==> src/rtl/frac_search_ctrl.sv <==
// frac_search_ctrl
// Sequencer for the 8x8 quarter-pel search datapath. For each block it feeds
// the eight row indices to the row buffers and datapath under a valid/ready
// handshake, sums the six per-row candidate SADs into whole-block totals,
// walks a sequential minimum comparator over the six totals and reports the
// winner with a one-cycle done pulse.
//
// Ports:
//   clk        in   rising-edge clock
//   reset      in   asynchronous, active-low; clears all state
//   start      in   begin a block search (sampled only when idle)
//   row_ready  in   datapath accepts the presented row this cycle
//   sad_valid  in   sad_in carries the six SADs of one row
//   sad_in     in   candidate k SAD on bits [10k+9:10k], unsigned
//   row_valid  out  row_addr is being presented
//   row_addr   out  row index 0..7
//   busy       out  high whenever the sequencer is not idle
//   done       out  one-cycle pulse, best_idx/best_sad valid
//   best_idx   out  winning candidate index 0..5
//   best_sad   out  block SAD of the winner
module frac_search_ctrl (
  input  logic        clk,
  input  logic        reset,
  input  logic        start,
  input  logic        row_ready,
  input  logic        sad_valid,
  input  logic [59:0] sad_in,
  output logic        row_valid,
  output logic [2:0]  row_addr,
  output logic        busy,
  output logic        done,
  output logic [2:0]  best_idx,
  output logic [12:0] best_sad
);

  localparam logic [2:0] ST_IDLE  = 3'd0;
  localparam logic [2:0] ST_FETCH = 3'd1;
  localparam logic [2:0] ST_WAIT  = 3'd2;
  localparam logic [2:0] ST_CMP   = 3'd3;
  localparam logic [2:0] ST_DONE  = 3'd4;

  logic [2:0]  state_r;
  logic [2:0]  next_state_s;
  logic [2:0]  row_cnt_r;
  logic [3:0]  sad_cnt_r;
  logic [3:0]  sad_cnt_next_s;
  logic [2:0]  cmp_k_r;
  logic [12:0] acc_r [6];
  logic [12:0] cand_s;
  logic        sad_take_s;
  logic        accept_s;
  logic        row_valid_r;
  logic        busy_r;
  logic        done_r;
  logic [2:0]  best_idx_r;
  logic [12:0] best_sad_r;

  assign row_valid = row_valid_r;
  assign row_addr  = row_cnt_r;
  assign busy      = busy_r;
  assign done      = done_r;
  assign best_idx  = best_idx_r;
  assign best_sad  = best_sad_r;

  // Handshake qualifiers: row accept and which sad_valid pulses count.
  always_comb begin
    accept_s   = (state_r == ST_FETCH) && row_ready;
    // SADs only count while a block is collecting and fewer than 8 have landed.
    sad_take_s = sad_valid && ((state_r == ST_FETCH) || (state_r == ST_WAIT))
                 && (sad_cnt_r < 4'd8);
    if (sad_take_s) begin
      sad_cnt_next_s = sad_cnt_r + 4'd1;
    end else begin
      sad_cnt_next_s = sad_cnt_r;
    end
  end

  // Comparator operand mux: the accumulator addressed by the compare step.
  always_comb begin
    cand_s = 13'd0;
    case (cmp_k_r)
      3'd0:    cand_s = acc_r[0];
      3'd1:    cand_s = acc_r[1];
      3'd2:    cand_s = acc_r[2];
      3'd3:    cand_s = acc_r[3];
      3'd4:    cand_s = acc_r[4];
      3'd5:    cand_s = acc_r[5];
      default: cand_s = 13'd0;
    endcase
  end

  // Next-state logic.
  always_comb begin
    next_state_s = state_r;
    case (state_r)
      ST_IDLE: begin
        if (start) next_state_s = ST_FETCH;
        else       next_state_s = ST_IDLE;
      end
      ST_FETCH: begin
        // The last row accept may coincide with the 8th SAD (zero latency).
        if (accept_s && (row_cnt_r == 3'd7)) begin
          if (sad_cnt_next_s == 4'd8) next_state_s = ST_CMP;
          else                        next_state_s = ST_WAIT;
        end else begin
          next_state_s = ST_FETCH;
        end
      end
      ST_WAIT: begin
        if (sad_cnt_next_s == 4'd8) next_state_s = ST_CMP;
        else                        next_state_s = ST_WAIT;
      end
      ST_CMP: begin
        if (cmp_k_r == 3'd5) next_state_s = ST_DONE;
        else                 next_state_s = ST_CMP;
      end
      ST_DONE: next_state_s = ST_IDLE;
      default: next_state_s = ST_IDLE;
    endcase
  end

  // State, counters, accumulators, comparator and registered outputs.
  always_ff @(posedge clk or negedge reset) begin
    if (!reset) begin
      state_r     <= ST_IDLE;
      row_cnt_r   <= 3'd0;
      sad_cnt_r   <= 4'd0;
      cmp_k_r     <= 3'd0;
      row_valid_r <= 1'b0;
      busy_r      <= 1'b0;
      done_r      <= 1'b0;
      best_idx_r  <= 3'd0;
      best_sad_r  <= 13'd0;
      for (int k = 0; k < 6; k++) acc_r[k] <= 13'd0;
    end else begin
      state_r <= next_state_s;
      // Outputs are decoded from the next state so they appear registered.
      row_valid_r <= (next_state_s == ST_FETCH);
      busy_r      <= (next_state_s != ST_IDLE);
      done_r      <= (next_state_s == ST_DONE);

      if ((state_r == ST_IDLE) && start) begin
        row_cnt_r <= 3'd0;
        sad_cnt_r <= 4'd0;
        cmp_k_r   <= 3'd0;
        for (int k = 0; k < 6; k++) acc_r[k] <= 13'd0;
      end else begin
        if (accept_s) row_cnt_r <= row_cnt_r + 3'd1;
        if (sad_take_s) begin
          // 8 * 1023 = 8184 fits in 13 bits, so plain addition never wraps.
          for (int k = 0; k < 6; k++) begin
            acc_r[k] <= acc_r[k] + {3'b000, sad_in[10*k +: 10]};
          end
          sad_cnt_r <= sad_cnt_next_s;
        end
        if (state_r == ST_CMP) begin
          if (cmp_k_r == 3'd5) cmp_k_r <= 3'd0;
          else                 cmp_k_r <= cmp_k_r + 3'd1;
          if (cmp_k_r == 3'd0) begin
            best_sad_r <= cand_s;
            best_idx_r <= 3'd0;
          end else if (cand_s < best_sad_r) begin
            // Strict compare: ties keep the lower index.
            best_sad_r <= cand_s;
            best_idx_r <= cmp_k_r;
          end
        end
      end
    end
  end

endmodule

==> config.mk <==
export PLATFORM = sky130hd
export DESIGN_NAME = frac_search_ctrl
export DESIGN_NICKNAME = d
export VERILOG_FILES = /design/src/rtl/frac_search_ctrl.sv
export SDC_FILE = /design/constraint.sdc
export NUM_CORES = 1
export LEC_CHECK = 0
export CORE_MARGIN = 5
export CORE_UTILIZATION = 45
export CTS_CLUSTER_SIZE = 20
export DETAILED_ROUTE_END_ITERATION = 10
export GPL_TIMING_DRIVEN = 1
export HOLD_SLACK_MARGIN = 0.15
export PLACE_DENSITY = 0.7
export SLEW_MARGIN = 0
export SYNTH_ARGS = -nofsm -noshare
export SYNTH_HDL_FRONTEND = slang
export SYNTH_SLANG_ARGS = --single-unit
==> constraint.sdc <==
create_clock -name clk -period 5.3 [get_ports clk]
set_input_delay 1.59 -clock clk [delete_from_list [all_inputs] [get_ports clk]]
set_output_delay 1.59 -clock clk [all_outputs]
set_load 0.03 [all_outputs]
; ---- Yosys cells after proc, flatten, opt, wreduce, memory -nomap -nowiden
; Cells that the tools add are included.
[op_classes]
n_bitwise = 1
magnitude_cmp = 2
eq_ne = 12
div_mod_pow = 0
mux = 20
add_sub_neg = 9
shift = 0
n_reduce_logical = 14
mul = 0
[op_table]
columns = op, count
row1 = 78-bit 2-to-1 mux, 2
row2 = 13-bit by 10-bit adder with 13-bit output, 6
row3 = 13-bit case mux with 6 select lines, 1
row4 = 13-bit 2-to-1 mux, 2
row5 = 3-bit 2-to-1 mux, 8
row6 = 13-bit < comparator, 1
row7 = "3-bit by 2-bit equality test with 1-bit output, second input constant", 4
row8 = "3-bit equality test, second input constant", 4
row9 = 4-bit 2-to-1 mux, 3
row10 = 3-bit case mux with 4 select lines, 1
row11 = "3-bit by 1-bit equality test with 1-bit output, second input constant", 3
row12 = 2-bit nonzero test, 4
row13 = "3-bit by 1-bit adder with 3-bit output, second input constant", 2
row14 = 3-bit logical NOT, 2
row15 = 1-bit logical AND, 5
row16 = "4-bit by 1-bit adder with 4-bit output, second input constant", 1
row17 = "4-bit equality test, second input constant", 1
row18 = "4-bit < comparator, second input constant", 1
row19 = 3-bit AND reduction, 1
row20 = 3-bit nonzero test, 1
row21 = 1-bit 2-to-1 mux, 2
row22 = 2-bit 2-to-1 mux, 1
row23 = 1-bit logical OR, 1
row24 = 1-bit NOT, 1
[totals]
in_bits = 65
mem_bits_ro = 0
wordCells = 73
register_bits = 110
ram_bits = 0
out_inout_bits = 22
latchBits = 0
memories = 0

; ---- Logic depth before layout (Yosys ltp)
; Gate-level depths: netlist (run 1).
[logic_depth]
depth_word = 10
depth_mapped = 17
mapped_depth_nobuf = 13

; ---- Worst setup path after synthesis (run 1)
; OpenSTA, ideal clock, no wires.
[synth_timing]
kind = reg-to-reg
startpoint = reg cmp_k_r[1]
endpoint = reg best_sad_r[10] (netlist: best_sad[10])
arrival_ns = 3.510
path_buffers = 4
slack_ns = 1.666
path_stages_with_launch = 17
setup_ns = 0.125
path_cell_list = dfrtp_1 buf_2 buf_2 inv_1 nor2_1 ha_1 clkbuf_1 a222oi_1 o21ai_0 ha_1 a21oi_1 o21ai_0 a2111oi_2 o21ai_0 and2b_1 buf_4 mux2_2
[synth_via]
elab_chain_len = 5
word_cells_on_any_way = 12
classes_between = order compare (1) / eq/ne (5) / mux (3) / reduce/logical (3)
[synth_rtl]
columns = item, line_no
row1 = from (decl), 47  ; logic [2:0] cmp_k_r;
row2 = from (signal assigned), 158  ; else cmp_k_r <= cmp_k_r + 3'd1;
row3 = "3-bit equality test, or another cell as far along", 81  ; case (cmp_k_r)
row4 = 13-bit case mux with 6 select lines *, 81
row5 = net cand_s[10], 49  ; logic [12:0] cand_s;
row6 = 13-bit < comparator, 162  ; end else if (cand_s < best_sad_r) begin
row7 = 2-bit nonzero test (no line), --
row8 = 3-bit AND reduction (no line), --
row9 = to (signal assigned), 160  ; best_sad_r <= cand_s;
row10 = to (signal assigned), 164  ; best_sad_r <= cand_s;
row11 = to (decl), 56  ; logic [12:0] best_sad_r;
; The timed path passes the listed nets; every way through them passes the cells marked *. The select of a mux whose other input is x is not followed.
; A chain may end at the register's enable or synchronous reset.

; ---- Final worst setup path (run 1)
[layout_timing]
startpoint = reg cmp_k_r[2]
endpoint = reg best_sad_r[0] (netlist: best_sad[0])
[layout_via]
elab_chain_len = 5
word_cells_on_any_way = 12
classes_between = order compare (1) / eq/ne (5) / mux (3) / reduce/logical (3)
[layout_rtl]
columns = item, line_no
row1 = "3-bit equality test, or another cell as far along", 81
row2 = 13-bit case mux with 6 select lines *, 81
row3 = net cand_s[8], 49
row4 = 13-bit < comparator *, 162
row5 = 2-bit nonzero test (no line) *, --
row6 = 3-bit AND reduction (no line) *, --
; Marks and branches as above.

==> run summary, run 1 <==
The run finished with clean final reports. The cell sitting at the root of the clock tree is a clkbuf_16. The number of synthesis warnings is 0. The final wirelength came out at 20300 um. 87 I/O pins were placed. The via count of the first global-routing pass came out at 6215. The clock share of power is 12.9%. The share of the Yosys chip area taken by registers is 35.6%. The kind of cell with the highest combined delay along the critical path is compound AO/OA/AOI/OAI gates. 0 antenna diodes ended up in the layout. The library cell used most frequently in the layout, excluding fill and tap cells, is dfrtp_1.

For this run, the leading register cell type out of synthesis is dfrtp_1. The part of the total power dissipated in combinational logic is 59.5%. The floorplan step set the die width to 141 um.

Setup repair after global routing left no endpoint under its margin. The overall overflow remaining after global route came out at 0. The area fraction in and, or, nand and nor cells after synthesis came out at 14.2%.

The maximum number of pins on one net before global-route repair is 69. In this run the worst path has a maximum fanout of 23. The global placer's final weighted congestion came out at 0.903. The die footprint came out at 19900 sq um. In the layout the commonest cells are 110 x dfrtp_1, 93 x o21ai_0, 85 x clkdlybuf4s50_1, 76 x ha_1, 73 x nor2_1.

The net switching component of the power came out at 2.78 mW. The number of standard-cell rows in the floorplan is 48. The share of synthesized flip-flops with an asynchronous set or reset came out at 100%.

In this run the biggest area consumer among cell types represents 35.6% of the synthesized area. The fraction of the cycle the final worst path needs is 80.4%. The number of instances resized during post-cts repair came out at 0. After layout, the worst setup slack is 1040 ps.

Dividing the detail-routed via count by the number of cells gives 5.73. The path type of the worst setup path is register to register. By area the synthesized netlist is led by dfrtp_1 36%, ha_1 12%, o21ai_0 6.0%, nor2_1 3.5%, a21oi_1 3.4%. The number of sinks handled by clock tree synthesis is 110. The fraction of power spent switching nets is 46.5%. The maximum clock frequency came out at 0.235 GHz. The signal arrival time at the worst endpoint is 4520 ps. The DRC violation count after routing is 0. The post-synthesis compound-gate area fraction came out at 22.6%. The placed wire-length estimate after detailed placement is 15400 um.

The routed layout has 6555 vias. The core footprint came out at 17100 sq um. The clock transition at the register clock pins on the worst setup and hold paths after CTS came out at 80 ps. OpenSTA, run right after detailed placement, puts the worst setup slack at 1100 ps. The area of the mapped netlist came out at 7730 sq um. The register bit total from synthesis is 110. By instance count, the cell type seen most on the critical path is o21ai_0. Power spread over the standard cell area amounts to 654 nW/um^2. The worst voltage drop across the vdd grid came out at 0.280 mV. After routing, the total negative slack on setup checks comes to 0 ps.

The area of the multi-input gates is 4770 sq um. The net count after synthesis is 982. The slowest stage of the critical path is the dfrtp_1 cell. The max-slew violation count was 0.

The worst setup path is launched from a register. The number of instances in the synthesized netlist is 835. The maximum clock path buffer count is 2. The number of failing hold endpoints at the final stage came out at 0. The total number of H-tree levels is 3.

The number of cells on the worst reg-to-reg path is 12. Summed over all instances, the cell type with the most area after synthesis is dfrtp_1. By area, the combinational part of the netlist is dominated by compound AO/OA/AOI/OAI gates. The number of failing setup endpoints in the final timing report is 0.

The transition at the pin with the smallest max-transition slack is 975 ps. The final antenna-violating net count came out at 0. The number of buffers inserted for hold repair after clock tree synthesis came out at 0. Global routing used 20.7% of the available tracks. The max capacitance violation total is 0. Port buffering added 86 buffers. The post-layout minimum cycle time is 4260 ps. Before antenna repair, the detailed router went through 5 iterations. TritonCTS built the clock tree. The most critical setup path has its startpoint at cmp_k_r[2]. The static leakage power is 4.07 nW. Counting distinct cell types in the post-synthesis netlist gives 64. Walking the worst path, the cells encountered are inv_1 -> ha_1 -> a22o_1 -> a21oi_1 -> o21ai_0 -> ha_1 -> a21oi_1 -> o21ai_0 -> a2111oi_2 -> o21ai_0 -> and2b_1 -> mux2_2.

The end point of the critical path is best_sad[0]. The sequential share of power is 27.6%. On the worst path, the slowest cell contributes a delay of 810 ps.

Counting buffers and inverters, the worst setup path is 12 cells deep. The detailed router's first-iteration violation count is 436. Fill cells in the final layout number 1591. The worst register-to-register path begins at cmp_k_r[2]. The flop-to-flop setup slack is 1040 ps. The critical path capture point type is a register. The reg-to-reg critical path endpoint is best_sad[0]. Counting both buffers and inverters, the worst setup path holds a total of 1. Summing the areas of all xor and xnor instances in the mapped netlist gives 5.42% of the synthesized area. The fraction of layout cells with a size suffix above 1 came out at 6.21%. The average cell area after synthesis is 9.26 sq um.

The first global-routing pass estimated 32700 um of wire. The adder and majority cell fraction of the synthesized area came out at 13.9%. For the worst setup path, the data required time is 5550 ps. Measured against its own limit, the worst slew margin works out to 35.0%. Between clock sinks in the finished design, the worst skew comes to 12.9 ps. The number of antenna violations at the first check in global routing was 0. The internal power of the cells totals 3.20 mW. The total number of nets in the final design is 1060. The clock latency on the worst-skew pair came out at 370 ps.

The chip height came out at 141 um. The min-delay analysis places its worst path in the category register to register. The number of setup buffers added after CTS is 0. The average detailed-routed wire length per instance came out at 17.8 um. In this run, CTS created clock tree buffers numbering 9. The post-synthesis to final-layout area growth came out at 18.5%. The number of synthesized flops with an enable pin came out at 0.

The sequential cell area is 2750 sq um. The starting density of the core came out at 45.3%. The post-synthesis mux area share is 5.29%.
cell families after synthesis:
kind of cell               after synthesis
DFF                                    110
and+or+nand+nor                        234
AOI/OAI and AO/OA                      272
buffers and inverters                   54
muxes                                   36
xor gates and xnor gates                47
adders and majority gates               82
power by group through the flow:
stage | Sequential (mW) | Combinational (mW) | Clock [mW]
after floorplan | 1.59 | 2.61 | 0
after global placement | 1.65 | 3.46 | 0
after detailed placement | 1.66 | 3.53 | 0
after CTS | 1.65 | 3.55 | 0.777
after global routing | 1.70 | 3.99 | 0.813
final | 1.65 | 3.56 | 0.773
stage by stage:
stage	hold WS, ps	instance area (sq um)	utilization [%]	power (mW)	instances
after floorplan	466	7730	-	4.20	835
after global placement	490	8820	51.7	5.11	1127
after detailed placement	496	8820	51.7	5.19	1127
after CTS	512	9160	53.7	5.98	1143
after global routing	527	9160	53.7	6.51	1143
final	504	9160	53.7	5.98	1143
metal layers:
layer,global-route usage (%),routed length [um],vias up
met5,0,0,-
met4,6.53,420,0
met2,31.6,9010,169
li1,-,-,3237
met1,30.0,9880,3122
met3,3.80,1030,27
synthesized netlist by cell type, types with 3 or more instances:
cell / count
mux2i_1: 15
nand4_1: 5
a22o_1: 21
a21oi_1: 53
a32o_1: 6
and3_1: 4
o31ai_1: 9
nand2_1: 68
o21bai_1: 3
inv_1: 25
nor3_1: 15
or3_1: 9
a21o_1: 19
a22oi_1: 6
nor2b_1: 6
o21a_1: 13
o21ai_0: 93
xor2_1: 21
nor2_1: 73
nand4b_1: 3
nand3_1: 22
clkbuf_1: 18
dfrtp_1: 110
fa_1: 6
nor4_1: 3
nor3b_1: 4
a31oi_1: 4
ha_1: 76
o211ai_1: 8
nand2b_1: 11
xnor2_1: 25
a211oi_1: 14
buf_2: 7
mux2_2: 19
sequential cells by signal, indices dropped and copies added (netlist names):
name	count
best_idx	3
best_sad	13
acc_r	78
state_r	3
row_valid	1
sad_cnt_r	4
busy	1
row_addr	3
done	1
cmp_k_r	3
worst min path at each step:
stage,from,endpoint,slack (ps),cells past startpoint
3_5_place_dp,acc_r[6],acc_r[6],500,2
2_1_floorplan,acc_r[50],acc_r[50],470,1
3_3_place_gp,acc_r[50],acc_r[50],490,1
5_1_grt,acc_r[50],acc_r[50],530,1
6_report,acc_r[6],acc_r[6],500,2
4_1_cts,acc_r[6],acc_r[6],510,2
worst register-to-register path, stage by stage (launching register included):
cell and delay (ps):
dfrtp_1 810, inv_1 210, ha_1 410, a22o_1 290
a21oi_1 110, o21ai_0 160, ha_1 360, a21oi_1 130
o21ai_0 130, a2111oi_2 420, o21ai_0 140, and2b_1 590
mux2_2 410
final cells by class:
| type | instances | share of cell area (%) |
|---|---|---|
| clock buffers | 10 | 2.61 |
| clock inverters | 6 | 1.02 |
| inverters | 26 | 1.07 |
| multi-input cells | 671 | 52.0 |
| flip-flops and latches | 110 | 30.1 |
| well taps | 225 | 3.07 |
| repair buffers | 95 | 10.1 |
No activity file was read; power rests on OpenSTA's default activity.
==> run 2, diff against run 1 <==
==> constraint.sdc (replaced) <==
create_clock -name clk -period 4.25 [get_ports clk]
set_input_delay 1.275 -clock clk [delete_from_list [all_inputs] [get_ports clk]]
set_output_delay 1.275 -clock clk [all_outputs]
set_load 0.03 [all_outputs]
==> run summary, run 2 (synthesis gave the netlist of run 1 again) <==
The run finished with clean final reports. The number of flip-flops under the largest register name came out at 78 (unchanged). The critical path goes through buf_4 -> nor3_1 -> a222oi_1 -> o21ai_0 -> ha_1 -> a21oi_1 -> o21ai_0 -> a2111oi_2 -> o21ai_0 -> and2b_1 -> mux2_2.

The number of ports placed on the die boundary was 87 (unchanged). The clock transition at the register clock pins on the worst setup and hold paths after CTS is 80 ps (about the same). The final design area excluding fillers is 9190 sq um (+0.34%). The maximum clock path buffer count is 2 (unchanged). The total number of vias is 6667 (+1.7%). Setup repair after global routing left no endpoint under its margin. The largest individual stage delay along the critical path comes from the cell and2b_1. The delay contributed by the slowest stage of the critical path is 570 ps (-240 ps). The number of sinks handled by clock tree synthesis is 110 (unchanged). The worst voltage drop across the vdd grid is 0.394 mV (+41%). In the layout the commonest cells are 110 x dfrtp_1, 93 x o21ai_0, 85 x clkdlybuf4s50_1, 76 x ha_1, 73 x nor2_1. The number of instances resized during post-cts repair came out at 0 (unchanged). The path type of the worst setup path is register to register.

The first-pass iteration count of the detailed router is 7 (+2). The worst setup skew after layout came out at 12.3 ps (-0.585 ps). The maximum clock frequency came to 0.270 GHz (+15%).

The core footprint is 17100 sq um (unchanged). The nature of the critical path startpoint is a register. In this design, the largest share of critical-path delay is due to compound AO/OA/AOI/OAI gates. The number of buffers and inverters on the critical path came out at 1 (unchanged). The floorplan die width came out at 141 um (unchanged). The total number of H-tree levels is 3 (unchanged). The flop-to-flop setup slack is 550 ps (-490 ps). The count of cells along the worst hold path came out at 2 (unchanged). The critical path capture point type is a register.

The signal arrival time at the worst endpoint came to 3940 ps (-580 ps). The number of antenna violations at the first check in global routing came out at 0 (unchanged). The static leakage power is 4.10 nW (+0.78%). The maximum fanout count along the critical path came out at 14 (-39%). The fraction of the core area covered by cells at the end of the flow is 53.9% (+0.18 points).

The area of placed instances is 8900 sq um (+0.82%). The path depth of the worst reg2reg path came out at 11 (-1). The number of failing hold endpoints at the final stage is 0 (unchanged).

The placed wire-length estimate after detailed placement is 15600 um (+1.5%). The max-slew violation count was 0 (unchanged). The final wirelength was 20600 um (+1.1%). TritonCTS built the clock tree. The number of standard-cell rows in the floorplan came out at 48 (unchanged).

The most frequent cell on the critical path is o21ai_0. The total routing resource utilization after global routing is 21.0% (+0.23 points). The number of cells after detailed placement came to 1135 (+0.71%). The most frequent standard cell in the layout excluding fill and tap cells is dfrtp_1. The power per cell area came out at 809 nW/um^2 (+24%). The final antenna-violating net count came out at 0 (unchanged). The number of buffers inserted for hold repair after clock tree synthesis came out at 0 (unchanged). The post-layout minimum cycle time is 3700 ps (-564 ps). The fraction of layout cells with a size suffix above 1 is 6.91% (+0.70 points). The worst min-delay path startpoint is acc_r[6]. The overall overflow remaining after global route came to 0 (unchanged). The required time at the endpoint of the critical path is 4500 ps (-1050 ps). The master cell of the clock root buffer is clkbuf_16. The path class of the lowest-slack min-delay path is register to register. The most flop-heavy register is acc_r. The number of standard cells in the final layout excluding fillers came to 1151 (+0.70%). The detailed router's first-iteration violation count came to 453 (+3.9%).

The antenna diode count is 0 (unchanged). The DRC violation count after routing is 0 (unchanged). The post-synthesis to final-layout area growth came out at 18.9%. The number of setup buffers added after CTS was 0 (unchanged). The worst relative slew slack is 31.1% (-3.9 points). The total negative slack is 0 ps (unchanged). The worst hold slack after final layout is 517 ps (+12.7 ps). The clock latency on the worst-skew pair was 360 ps (about the same). The transition at the pin with the smallest max-transition slack came out at 1030 ps (+59.1 ps). The vias per cell was 5.79 (+1.0%). The total of buffers placed on input and output ports was 86 (unchanged).

The starting density of the core is 45.3% (unchanged). The number of failing setup endpoints in the final timing report is 0 (unchanged). The total number of nets in the final design is 1068 (+0.75%).

The maximum number of pins on one net before global-route repair came to 111 (+61%). The startpoint identified for the worst register-to-register timing path is cmp_k_r[0]. For hold timing, the worst endpoint is acc_r[6]. The global-route wire length before repair was 33300 um (+1.6%). The via count of the first global-routing pass was 6403 (+3.0%).

The fraction of the cycle the final worst path needs came out at 87.0% (+6.6 points). The chip height was 141 um (unchanged). The reg-to-reg critical path endpoint is best_sad[10].

The total clock buffers created by CTS is 9 (unchanged). The max capacitance violation total came out at 0 (unchanged). The global placer's final weighted congestion is 0.941 (+4.2%). The average detailed-routed wire length per instance is 17.9 um (+0.40%).

The die footprint came out at 19900 sq um (unchanged).
run 2: cell types whose count changed in the layout (fill, tap and decap cells not counted), sizes merged:
cell | previous run | this run
bufinv | 2 | 1
inv | 26 | 25
clkinvlp | 1 | 0
clkinv | 3 | 6
buf | 10 | 18
run 2: area by class of cell:
type | count | area, sq um
clock buffers | 10 | 229
repair buffers | 103 | 998
clock inverters | 6 | 62.6
well taps | 225 | 282
flip-flops and latches | 110 | 2750
fillers | 1594 | 7870
multi-input cells | 671 | 4770
inverters | 26 | 97.6
run 2: through the flow:
| step | total power, mW | worst slack (ps) |
|---|---|---|
| 6_report | 7.44 | 551 |
| 5_1_grt | 8.08 | 281 |
| 4_1_cts | 7.42 | 610 |
| 3_5_place_dp | 6.54 | 518 |
| 3_3_place_gp | 6.44 | 552 |
| 2_1_floorplan | 5.24 | 616 |
run 2: per-layer routing:
| layer | global-route usage, % | share of wire (%) | vias up |
|---|---|---|---|
| li1 | - | - | 3265 |
| met1 | 29.9 | 46 | 3154 |
| met2 | 31.9 | 45 | 210 |
| met3 | 3.73 | 6.0 | 38 |
| met4 | 7.85 | 2.8 | 0 |
| met5 | 0 | 0 | - |
run 2: tightest hold or removal path, delay by kind of cell, from the launching register on:
family | cells | cell delay, ps
AO/OA/AOI/OAI | 1 | 60
flip-flops | 1 | 370
AND/OR/NAND/NOR | 1 | 50
run 2: worst max-delay path by stage:
stage / from / endpoint / slack, ps / cells past startpoint
2_1_floorplan: cmp_k_r[1] / best_sad[10] / 620 / 16
3_3_place_gp: sad_in[10] / acc_r[60] / 550 / 9
3_5_place_dp: sad_in[10] / acc_r[60] / 520 / 9
4_1_cts: cmp_k_r[0] / best_sad[9] / 610 / 12
5_1_grt: cmp_k_r[0] / best_sad[10] / 280 / 13
6_report: cmp_k_r[0] / best_sad[10] / 550 / 11
run 2: report_power, final:
group | leakage (nW) | internal [mW] | switching [mW]
sequential | 1.40 | 1.52 | 0.531
combinational | 2.55 | 1.99 | 2.53
clock | 0.146 | 0.457 | 0.412
total | 4.10 | 3.96 | 3.47
==> run 3, diff against run 2 <==
--- a/config.mk
+++ b/config.mk
@@ -6,12 +6,12 @@
 export NUM_CORES = 1
 export LEC_CHECK = 0
 export CORE_MARGIN = 5
-export CORE_UTILIZATION = 45
+export CORE_UTILIZATION = 52
 export CTS_CLUSTER_SIZE = 20
 export DETAILED_ROUTE_END_ITERATION = 10
 export GPL_TIMING_DRIVEN = 1
 export HOLD_SLACK_MARGIN = 0.15
-export PLACE_DENSITY = 0.7
+export PLACE_DENSITY = 0.79
 export SLEW_MARGIN = 0
 export SYNTH_ARGS = -nofsm -noshare
 export SYNTH_HDL_FRONTEND = slang
==> run summary, run 3 (synthesis gave the netlist of run 1 again) <==
The worst voltage drop across the vdd grid is 0.326 mV (-17%). Leaving out fill and tap cells, the most frequent cell in the layout is dfrtp_1. The total number of vias came out at 6734 (+1.0%).

The clock transition at the register clock pins on the worst setup and hold paths after CTS is 80 ps (about the same). The chip height is 132 um (-6.5%). The starting density of the core is 53.2% (+7.9 points). The number of failing setup endpoints in the final timing report came to 0 (unchanged). STA classifies the critical path endpoint as a register. The number of setup buffers added after CTS came out at 0 (unchanged). The maximum number of pins on one net before global-route repair came out at 64 (-42%). The flop-to-flop setup slack is 510 ps (-40 ps). The fraction of the cycle the final worst path needs came out at 88.1% (+1.0 points).

The antenna diode count is 0 (unchanged). The number of standard-cell rows in the floorplan is 44 (-8.3%). The worst hold path belongs to the class register to register. The maximum clock path buffer count was 2 (unchanged).

The max-slew violation count is 0 (unchanged). CTS placed an instance of clkbuf_16 at the clock tree root. The via count of the first global-routing pass came out at 6522 (+1.9%). The post-layout minimum cycle time was 3740 ps (+43.8 ps). The total number of nets in the final design came out at 1069 (+0.094%). The die footprint is 17400 sq um (-13%). The number of antenna violations at the first check in global routing came out at 0 (unchanged).

The placed wire-length estimate after detailed placement was 15600 um (-0.29%). The area of the multi-input gates is 4770 sq um (unchanged). The total of buffers placed on input and output ports is 86 (unchanged). The transition at the pin with the smallest max-transition slack came out at 1020 ps (-12.7 ps). The final antenna-violating net count was 0 (unchanged). The number of sinks handled by clock tree synthesis is 110 (unchanged). The required time at the endpoint of the critical path was 4490 ps (about the same). The sequential cell area is 2750 sq um (unchanged). The global placer's final weighted congestion was 0.964 (+2.4%). TritonCTS built the clock tree.

The number of flip-flops under the largest register name was 78 (unchanged). The max capacitance violation total came to 0 (unchanged). The number of failing hold endpoints at the final stage came out at 0 (unchanged). The pre-CTS setup slack was 520 ps (+2.66 ps). The maximum clock frequency came out at 0.267 GHz (-1.2%). The clock latency on the worst-skew pair came out at 370 ps (about the same). The core footprint came out at 14500 sq um (-15%). The number of instances resized during post-cts repair came out at 0 (unchanged).

The worst relative slew slack is 31.9% (+0.84 points). The DRC violation count after routing is 0 (unchanged). The fraction of layout cells with a size suffix above 1 came to 7.12% (+0.21 points). The total negative slack came to 0 ps (unchanged). The critical path is of the register to register type.

The vias per cell came out at 6.06 (+4.6%). Relative to the synthesized area, the layout overhead comes to 18.5%. The total clock buffers created by CTS came out at 9 (unchanged). The overall overflow remaining after global route is 0 (unchanged). The signal arrival time at the worst endpoint came out at 3990 ps (+50 ps).

The floorplan die width came out at 132 um (-6.5%). The fill cell total of the finished layout is 1246 (-22%). The number of ports placed on the die boundary came out at 87 (unchanged). The final wirelength came out at 20500 um (-0.34%). The slack of the critical path was 507 ps (-43.8 ps).

The average detailed-routed wire length per instance is 18.4 um (+3.3%). The run finished with clean final reports. The worst setup skew after layout is 11.9 ps (-0.425 ps).

The power per cell area came out at 818 nW/um^2 (+1.0%). The detailed router's first-iteration violation count is 607 (+34%). The first-pass iteration count of the detailed router came to 5 (-2). The maximum fanout count along the critical path is 10 (-4). The worst setup path is launched from a register. Setup repair after global routing left no endpoint under its margin. The global-route wire length before repair came to 33400 um (+0.50%).

The number of buffers inserted for hold repair after clock tree synthesis came to 0 (unchanged). The total routing resource utilization after global routing is 23.6% (+2.7 points). The total number of H-tree levels is 3 (unchanged).

Leaving out fill and tap cells, the most frequent cells in the layout are 110 x dfrtp_1, 93 x o21ai_0, 85 x clkdlybuf4s50_1, 76 x ha_1, 73 x nor2_1. The register with the most flip-flops in the final layout is acc_r. The static leakage power is 4.11 nW (+0.24%).
run 3: changes by cell type in the layout (fill, tap and decap cells not counted):
| cell | before | now |
|---|---|---|
| inv_6 | 0 | 3 |
| clkinv_2 | 3 | 1 |
| buf_4 | 17 | 18 |
| clkbuf_1 | 1 | 0 |
run 3: layout make-up:
| type | count | share of cell area (%) |
|---|---|---|
| clock buffers | 9 | 2.46 |
| clock inverters | 7 | 0.861 |
| inverters | 26 | 1.07 |
| multi-input cells | 671 | 52.0 |
| flip-flops and latches | 110 | 30.1 |
| well taps | 184 | 2.51 |
| repair buffers | 104 | 11.0 |
run 3: stage by stage:
| step | util [%] | power, mW | hold WS [ps] | cells | instance area [sq um] |
|---|---|---|---|---|---|
| finish | 63.0 | 7.49 | 513 | 1111 | 9160 |
| CTS | 63.0 | 7.45 | 510 | 1111 | 9160 |
| global placement | 60.9 | 6.40 | 487 | 1095 | 8850 |
| detailed placement | 60.9 | 6.54 | 498 | 1095 | 8850 |
| global route | 63.0 | 8.12 | 552 | 1111 | 9160 |
| floorplan | - | 5.24 | 466 | 835 | 7730 |
run 3: worst paths after layout:
path,startpoint,cells past startpoint,endpoint
max reg2reg,cmp_k_r[0],15,best_sad[1]
min in group asynchronous,reset,1,acc_r[30]
min reg2reg,acc_r[50],1,acc_r[50]
max,cmp_k_r[0],15,best_sad[1]
min,acc_r[50],1,acc_r[50]
max in group asynchronous,reset,2,acc_r[65]
run 3: worst max-delay path, cell delays in order, from the launching register on:
cell and delay, ps:
dfrtp_1 480, clkinv_1 90, nor2_1 50, ha_1 220, buf_4 190, a22o_1 230, a21oi_1 110, o21ai_0 230
ha_1 270, a21oi_1 160, o21ai_0 110, a2111oi_2 420, o21ai_0 130, and2b_1 350, buf_4 220, mux2_2 350
run 3: report_power, final:
part           internal [mW]  leakage, nW  switching [mW]
combinational           2.01         2.56            2.55
clock                  0.465        0.151           0.419
sequential              1.52         1.40           0.530
run 3: metal layers:
layer  GRT usage (%)  vias to the layer above  routed length (um)
li1                -                     3269                   -
met1            31.4                     3167                8750
met2            37.0                      251                9320
met3            6.30                       47                1690
met4            9.20                        0                 722
met5               0                        -                   0
